--- src/rtl/ib_ob_pkg.sv ---
// ---------------------------------------------------------------------------
// ib_ob_pkg
// Shared definitions for the inbound write path.
//   wr_state_e   : write-slave FSM states (IDLE -> DATA -> RESP -> IDLE)
//   BRESP_*      : AXI B-channel response codes used by the slave
//   BURST_INCR   : the only burst type the slave treats as legal
// ---------------------------------------------------------------------------
package ib_ob_pkg;

  typedef enum logic [1:0] {
    IDLE = 2'd0,
    DATA = 2'd1,
    RESP = 2'd2
  } wr_state_e;

  localparam logic [1:0] BRESP_OKAY   = 2'b00;
  localparam logic [1:0] BRESP_SLVERR = 2'b10;
  localparam logic [1:0] BURST_INCR   = 2'b01;

endpackage

--- src/rtl/ib_wr_addr_gen.sv ---
// ---------------------------------------------------------------------------
// ib_wr_addr_gen
// RAM word pointer and beat counter for one write burst.
//   clk_i, rst_i   : clock, synchronous active-high reset
//   load_i         : start of burst; loads start_ptr_i / len_i, clears count
//   start_ptr_i    : first RAM word address of the burst
//   len_i          : AXI awlen (beats - 1)
//   inc_i          : one beat accepted; advance pointer and count
//   ptr_o          : RAM word address for the current beat
//   beats_o        : number of beats accepted so far (0..256)
//   last_o         : the beat currently offered is the final one (index == len)
// ---------------------------------------------------------------------------
module ib_wr_addr_gen #(
  parameter int RAM_AW = 9
) (
  input  logic              clk_i,
  input  logic              rst_i,
  input  logic              load_i,
  input  logic [RAM_AW-1:0] start_ptr_i,
  input  logic [7:0]        len_i,
  input  logic              inc_i,
  output logic [RAM_AW-1:0] ptr_o,
  output logic [8:0]        beats_o,
  output logic              last_o
);

  logic [RAM_AW-1:0] ptr_q, ptr_d;
  logic [8:0]        cnt_q, cnt_d;
  logic [7:0]        len_q, len_d;

  // The pointer is exactly RAM_AW bits wide, so the increment wraps modulo
  // the RAM depth for free; a wrap is not an error condition.
  always_comb begin
    ptr_d = ptr_q;
    cnt_d = cnt_q;
    len_d = len_q;
    if (load_i) begin
      ptr_d = start_ptr_i;
      cnt_d = 9'd0;
      len_d = len_i;
    end else if (inc_i) begin
      ptr_d = ptr_q + 1'b1;
      cnt_d = cnt_q + 9'd1;
    end
  end

  always_ff @(posedge clk_i) begin
    if (rst_i) begin
      ptr_q <= '0;
      cnt_q <= '0;
      len_q <= '0;
    end else begin
      ptr_q <= ptr_d;
      cnt_q <= cnt_d;
      len_q <= len_d;
    end
  end

  assign ptr_o   = ptr_q;
  assign beats_o = cnt_q;
  // cnt_q is the zero-based index of the beat being offered right now.
  assign last_o  = (cnt_q == {1'b0, len_q});

endmodule

--- src/rtl/ib_axi_wr_slave.sv ---
// ---------------------------------------------------------------------------
// ib_axi_wr_slave
// AXI-MM write slave in front of the inbound RAM buffer. Accepts one INCR
// burst at a time, writes each beat into the RAM (one-cycle registered
// write port), returns B, then pulses IbWrDone to the RAM controller.
//
// Build option: define IB_WR_STRB_EN to forward wstrb to ram_wstrb;
// otherwise ram_wstrb is all ones and wstrb is ignored.
//
// Ports
//   clk, rst                   : clock, synchronous active-high reset
//   aw*  (awvalid/awready/awid/awaddr/awlen/awburst) : write address channel
//   w*   (wvalid/wready/wdata/wstrb/wlast)           : write data channel
//   b*   (bvalid/bready/bid/bresp)                   : write response channel
//   ram_we/ram_addr/ram_wdata/ram_wstrb : registered RAM write port
//   IbWrDone   : 1-cycle pulse after the B handshake, burst is in RAM
//   IbWrBeats  : beats accepted in the last completed burst (held)
//   IbBufBusy  : buffer owned downstream; blocks a new AW only
//   dbg_state_o: current FSM state (wr_state_e encoding)
//
// Handshake rule on every channel: a transfer happens on the rising edge
// where valid and ready are both high; valid never waits for ready.
// ---------------------------------------------------------------------------
module ib_axi_wr_slave
  import ib_ob_pkg::*;
#(
  parameter int DATA_W = 64,
  parameter int RAM_AW = 9,
  parameter int ID_W   = 4
) (
  input  logic                clk,
  input  logic                rst,
  input  logic                awvalid,
  output logic                awready,
  input  logic [ID_W-1:0]     awid,
  input  logic [31:0]         awaddr,
  input  logic [7:0]          awlen,
  input  logic [1:0]          awburst,
  input  logic                wvalid,
  output logic                wready,
  input  logic [DATA_W-1:0]   wdata,
  input  logic [DATA_W/8-1:0] wstrb,
  input  logic                wlast,
  output logic                bvalid,
  input  logic                bready,
  output logic [ID_W-1:0]     bid,
  output logic [1:0]          bresp,
  output logic                ram_we,
  output logic [RAM_AW-1:0]   ram_addr,
  output logic [DATA_W-1:0]   ram_wdata,
  output logic [DATA_W/8-1:0] ram_wstrb,
  output logic                IbWrDone,
  output logic [8:0]          IbWrBeats,
  input  logic                IbBufBusy,
  output logic [1:0]          dbg_state_o
);

  localparam int STRB_W = DATA_W / 8;
  localparam int OFF_W  = $clog2(STRB_W);

  wr_state_e           state_q;
  logic                err_q;
  logic                bvalid_q;
  logic [ID_W-1:0]     bid_q;
  logic [1:0]          bresp_q;
  logic                ram_we_q;
  logic [RAM_AW-1:0]   ram_addr_q;
  logic [DATA_W-1:0]   ram_wdata_q;
  logic [STRB_W-1:0]   ram_wstrb_q;
  logic                done_q;
  logic [8:0]          beats_q;

  logic                aw_hs;
  logic                w_hs;
  logic [RAM_AW-1:0]   gen_ptr;
  logic [8:0]          gen_beats;
  logic                gen_last;
  logic [STRB_W-1:0]   strb_next;

  // awready is combinational so a drop of IbBufBusy is seen in the same
  // cycle; it is also held low while reset is asserted.
  assign awready = (state_q == IDLE) && !IbBufBusy && !rst;
  assign wready  = (state_q == DATA);
  assign aw_hs   = awvalid && awready;
  assign w_hs    = wvalid && wready;

`ifdef IB_WR_STRB_EN
  assign strb_next = wstrb;
`else
  assign strb_next = '1;
  logic unused_wstrb;
  assign unused_wstrb = ^wstrb;
`endif

  // Address bits outside the RAM word window do not select anything.
  logic unused_addr;
  assign unused_addr = ^{awaddr[31:RAM_AW+OFF_W], awaddr[OFF_W-1:0]};

  ib_wr_addr_gen #(
    .RAM_AW (RAM_AW)
  ) u_addr_gen (
    .clk_i       (clk),
    .rst_i       (rst),
    .load_i      (aw_hs),
    .start_ptr_i (awaddr[RAM_AW+OFF_W-1:OFF_W]),
    .len_i       (awlen),
    .inc_i       (w_hs),
    .ptr_o       (gen_ptr),
    .beats_o     (gen_beats),
    .last_o      (gen_last)
  );

  always_ff @(posedge clk) begin
    if (rst) begin
      state_q     <= IDLE;
      err_q       <= 1'b0;
      bvalid_q    <= 1'b0;
      bid_q       <= '0;
      bresp_q     <= BRESP_OKAY;
      ram_we_q    <= 1'b0;
      ram_addr_q  <= '0;
      ram_wdata_q <= '0;
      ram_wstrb_q <= '0;
      done_q      <= 1'b0;
      beats_q     <= '0;
    end else begin
      ram_we_q <= 1'b0;
      done_q   <= 1'b0;
      case (state_q)
        IDLE: begin
          if (aw_hs) begin
            bid_q   <= awid;
            err_q   <= (awburst != BURST_INCR);
            state_q <= DATA;
          end
        end
        DATA: begin
          if (w_hs) begin
            // Data is committed even when the burst ends in SLVERR.
            ram_we_q    <= 1'b1;
            ram_addr_q  <= gen_ptr;
            ram_wdata_q <= wdata;
            ram_wstrb_q <= strb_next;
            // bvalid rises together with the final ram_we, so the B
            // response (and IbWrDone after it) never precedes the write.
            if (gen_last) begin
              err_q    <= err_q || !wlast;
              bresp_q  <= (err_q || !wlast) ? BRESP_SLVERR : BRESP_OKAY;
              bvalid_q <= 1'b1;
              state_q  <= RESP;
            end else if (wlast) begin
              // Early wlast truncates the burst; remaining beats are refused.
              err_q    <= 1'b1;
              bresp_q  <= BRESP_SLVERR;
              bvalid_q <= 1'b1;
              state_q  <= RESP;
            end
          end
        end
        RESP: begin
          if (bready) begin
            bvalid_q <= 1'b0;
            done_q   <= 1'b1;
            beats_q  <= gen_beats;
            state_q  <= IDLE;
          end
        end
        default: state_q <= IDLE;
      endcase
    end
  end

  assign bvalid      = bvalid_q;
  assign bid         = bid_q;
  assign bresp       = bresp_q;
  assign ram_we      = ram_we_q;
  assign ram_addr    = ram_addr_q;
  assign ram_wdata   = ram_wdata_q;
  assign ram_wstrb   = ram_wstrb_q;
  assign IbWrDone    = done_q;
  assign IbWrBeats   = beats_q;
  assign dbg_state_o = state_q;

endmodule

--- config.mk ---
export PLATFORM = sky130hd
export DESIGN_NAME = ib_axi_wr_slave
export DESIGN_NICKNAME = d
export VERILOG_FILES = /design/src/rtl/ib_ob_pkg.sv /design/src/rtl/ib_wr_addr_gen.sv /design/src/rtl/ib_axi_wr_slave.sv
export SDC_FILE = /design/constraint.sdc
export NUM_CORES = 1
export LEC_CHECK = 0
export ABC_AREA = 1
export ABC_CLOCK_PERIOD_IN_PS = 1550
export CAP_MARGIN = 40
export CORE_UTILIZATION = 30
export DETAILED_ROUTE_END_ITERATION = 10
export PLACE_DENSITY = 0.74
export SLEW_MARGIN = 5
export SYNTH_ARGS = -nofsm -noshare
export SYNTH_HDL_FRONTEND = slang
export SYNTH_SLANG_ARGS = --single-unit
--- constraint.sdc ---
create_clock -name clk -period 1.55 [get_ports clk]
set_input_delay 0.2325 -clock clk [delete_from_list [all_inputs] [get_ports clk]]
set_output_delay 0.2325 -clock clk [all_outputs]
set_load 0.03 [all_outputs]
==> metrics.md <==
| Metric | Value |
|---|---|
| Maximum fanout along the worst path | 9 |
| Cell Chain, Critical Path | dlygate4sd2_1 |
| Synth Area per Inst | 7.73 µm² |
| Synth Cell Area | 4650 µm² |
| Setup Skew | 6.08 ps |
| DR pass1 iterations | 4 |
| Final Hold Violating Endpoints | 0 |
| Post-route ant nets | 0 |
| Initial DRC Count | 198 |
| Initial antenna violation count | 0 |
| Commonest cells after routing, fill and taps aside | nand2_1 (207), dfxtp_1 (115), a21oi_1 (100) |
| Via/cell ratio | 4.53 |
| Crit share post-route | 97.4% |
| Core area | 15,100 µm² |
| Vias | 4,562 |
| Routability cong. | 0.784 |
| CTS Buffer Depth | 2 |
| CP delay by family, top | flip-flops |
| CP Class | reg2out |
| Syn Nets | 729 |
| Ports | 228 |
| Synth-to-layout area growth | 59.4% |
| Root buffer cell | clkbuf_16 |
| Share of layout cells above drive strength 1 | 11.3% |
| Max cap viols | 0 |
| Crit-path slowest cell | dfxtp_1 |
| Final layout net count | 934 |
| Die Height | 127 µm |
| Peak supply drop | 1040 µV |
| Commonest non-fill, non-tap cell in the layout | nand2_1 |
| All-Layer GR Usage | 16.8% |
| Synth unique cells | 30 |
| Clk pin slew, worst setup/hold paths | 60 ps |
| Row count | 45 |
| Leakage power | 3.25 nW |
| YS warnings | 0 |
| First-pass GRT wire length | 21,100 µm |
| FF+latch count, synth | 120 |
| DRT Wirelength | 13,100 µm |
| Crit. End Element | primary output |
| GRT overflow | 0 |
| Max Slew Vio Count | 0 |
| Sequential fraction of the synthesis area | 51.6% |
| Sum Neg Setup Slack | 0 ps |
| N_diodes | 0 |
| CTS sink count | 120 |
| CP Launch Type | register |
| Status | finished clean |
| Hpwl dp | 9070 µm |
| Pwr/cell area | 1050 nW/µm² |
| Setup-failing EPs final | 0 |
| CTS Hold Bufs | 0 |
| CTS tree | built |
| Total die area | 16,000 µm² |
| Starting Density | 30.7% |
| Cells after Synth | 602 |
| Wire per inst | 13.0 µm |
| Power Total | 0.00775 W |
| Max incr delay on CP | 430 ps |
| Fmax | 663 MHz |
| Largest net degree at the start of global routing | 77 |
| Hold crit path type | in2reg |
| Worst-Skew Late Latency | 410 ps |
| Arrival time at the worst endpoint | 1280 ps |
| Buf/Inv on CP | 1 |
| Cells after DPL | 974 |
| Port bufs | 195 |
| Num CTS Buffers | 17 |
| H-tree depth | 4 |
| Critical Path RT | 1320 ps |
| Die width | 127 µm |
| Detailed-route DRC error count | 0 |
| RSZ-0062 raised after global routing | yes |
| Vias in the first global route | 4,299 |
| Final Non-Filler Cells | 1,008 |
| Tmin final | 1510 ps |
repair_timing:
| item | in CTS | in global routing |
|---|---|---|
| gates resized for setup | 100 | 16 |
| setup buffers | 0 | 2 |
| endpoints found under the setup margin | 100 | 23 |
| pin swaps | 0 | 2 |
worst paths after layout:
| check | startpoint | endpoint | slack, ps | cells after the start |
|---|---|---|---|---|
| worst max-delay path | ram_wstrb[0] | ram_wstrb[0] | 40 | 1 |
| worst min-delay path | rst | dbg_state_o[1] | 60 | 2 |
| worst max register to register | u_addr_gen.ptr_o[0] | u_addr_gen.ptr_o[8] | 150 | 10 |
| worst min register to register | bresp[1] | bresp[1] | 450 | 2 |
stage by stage:
step	worst slack (ps)	hold slack, ps	util, %	cell area [µm²]
floorplan	-22.5	345	-	4670
CTS	-0.177	53.4	48.6	7360
global placement	-20.7	441	45.7	6920
global route	-41.0	50.4	49.0	7420
finish	40.9	63.8	49.0	7420
detailed placement	-55.2	449	45.7	6920
synth_stat cells:
library cell	n	share of area [%]
nor3_1	2	0.22
nor2_4	1	0.24
buf_4	12	1.9
buf_6	2	0.48
clkbuf_1	16	1.3
inv_2	2	0.16
nor4_1	1	0.13
nand3_1	20	2.2
nor2_1	16	1.3
nand3b_1	2	0.32
nand2_4	1	0.24
nor3b_1	2	0.32
a22o_1	7	1.3
conb_1	1	0.081
o21a_1	2	0.32
a31oi_1	2	0.27
o21ai_0	18	1.9
nand2_1	208	17
xor2_1	8	1.5
o221ai_1	2	0.38
nand4_1	2	0.27
nor3_4	1	0.35
nor3_2	1	0.22
nand3_2	2	0.43
a21oi_1	100	11
ha_1	2	0.54
buf_2	13	1.4
dfxtp_1	120	52
nor2_2	3	0.40
inv_1	33	2.7
power breakdown:
| part | leakage, nW | internal (W) | total (W) | switching (W) |
|---|---|---|---|---|
| clock | 0.279 | 0.00234 | 0.00374 | 0.00140 |
| combinational | 2.00 | 0.000393 | 0.000797 | 0.000404 |
| sequential | 0.974 | 0.00317 | 0.00321 | 0.0000490 |
logic make-up after synthesis:
kind of cell / Yosys count / synth area share (%)
simple gates: 262 / 23.4
compound gates: 131 / 15.0
flops: 120 / 51.6
buf+inv: 78 / 7.93
xor+xnor: 8 / 1.51
fa+ha+maj: 2 / 0.538
other cells: 1 / 0.0806
per-layer routing:
layer | part of all wire [%] | wire length [µm] | track usage, %
met1 | 44 | 5740 | 20.4
met3 | 6.3 | 827 | 5.36
met2 | 48 | 6270 | 27.6
met4 | 1.8 | 233 | 6.59
met5 | 0 | 0 | 0
registers in the layout (all words and copies together), names as in the netlist:
signal / count
IbWrBeats: 9
IbWrDone: 1
bid: 4
bresp: 1
bvalid: 1
dbg_state_o: 2
err_q: 1
ram_addr: 9
ram_wdata: 64
ram_we: 1
ram_wstrb: 1
u_addr_gen.beats_o: 9
u_addr_gen.len_q: 8
u_addr_gen.ptr_o: 9
final cells by class:
type	count	area (µm²)
Inverter	35	131
Tap cell	188	235
Sequential cell	120	2410
Multi-Input combinational cell	404	1930
Timing Repair Buffer	229	2150
Clock buffer	18	429
Fill cell	1464	7730
Clock inverter	14	133
Power figures use the tool's default switching activity.
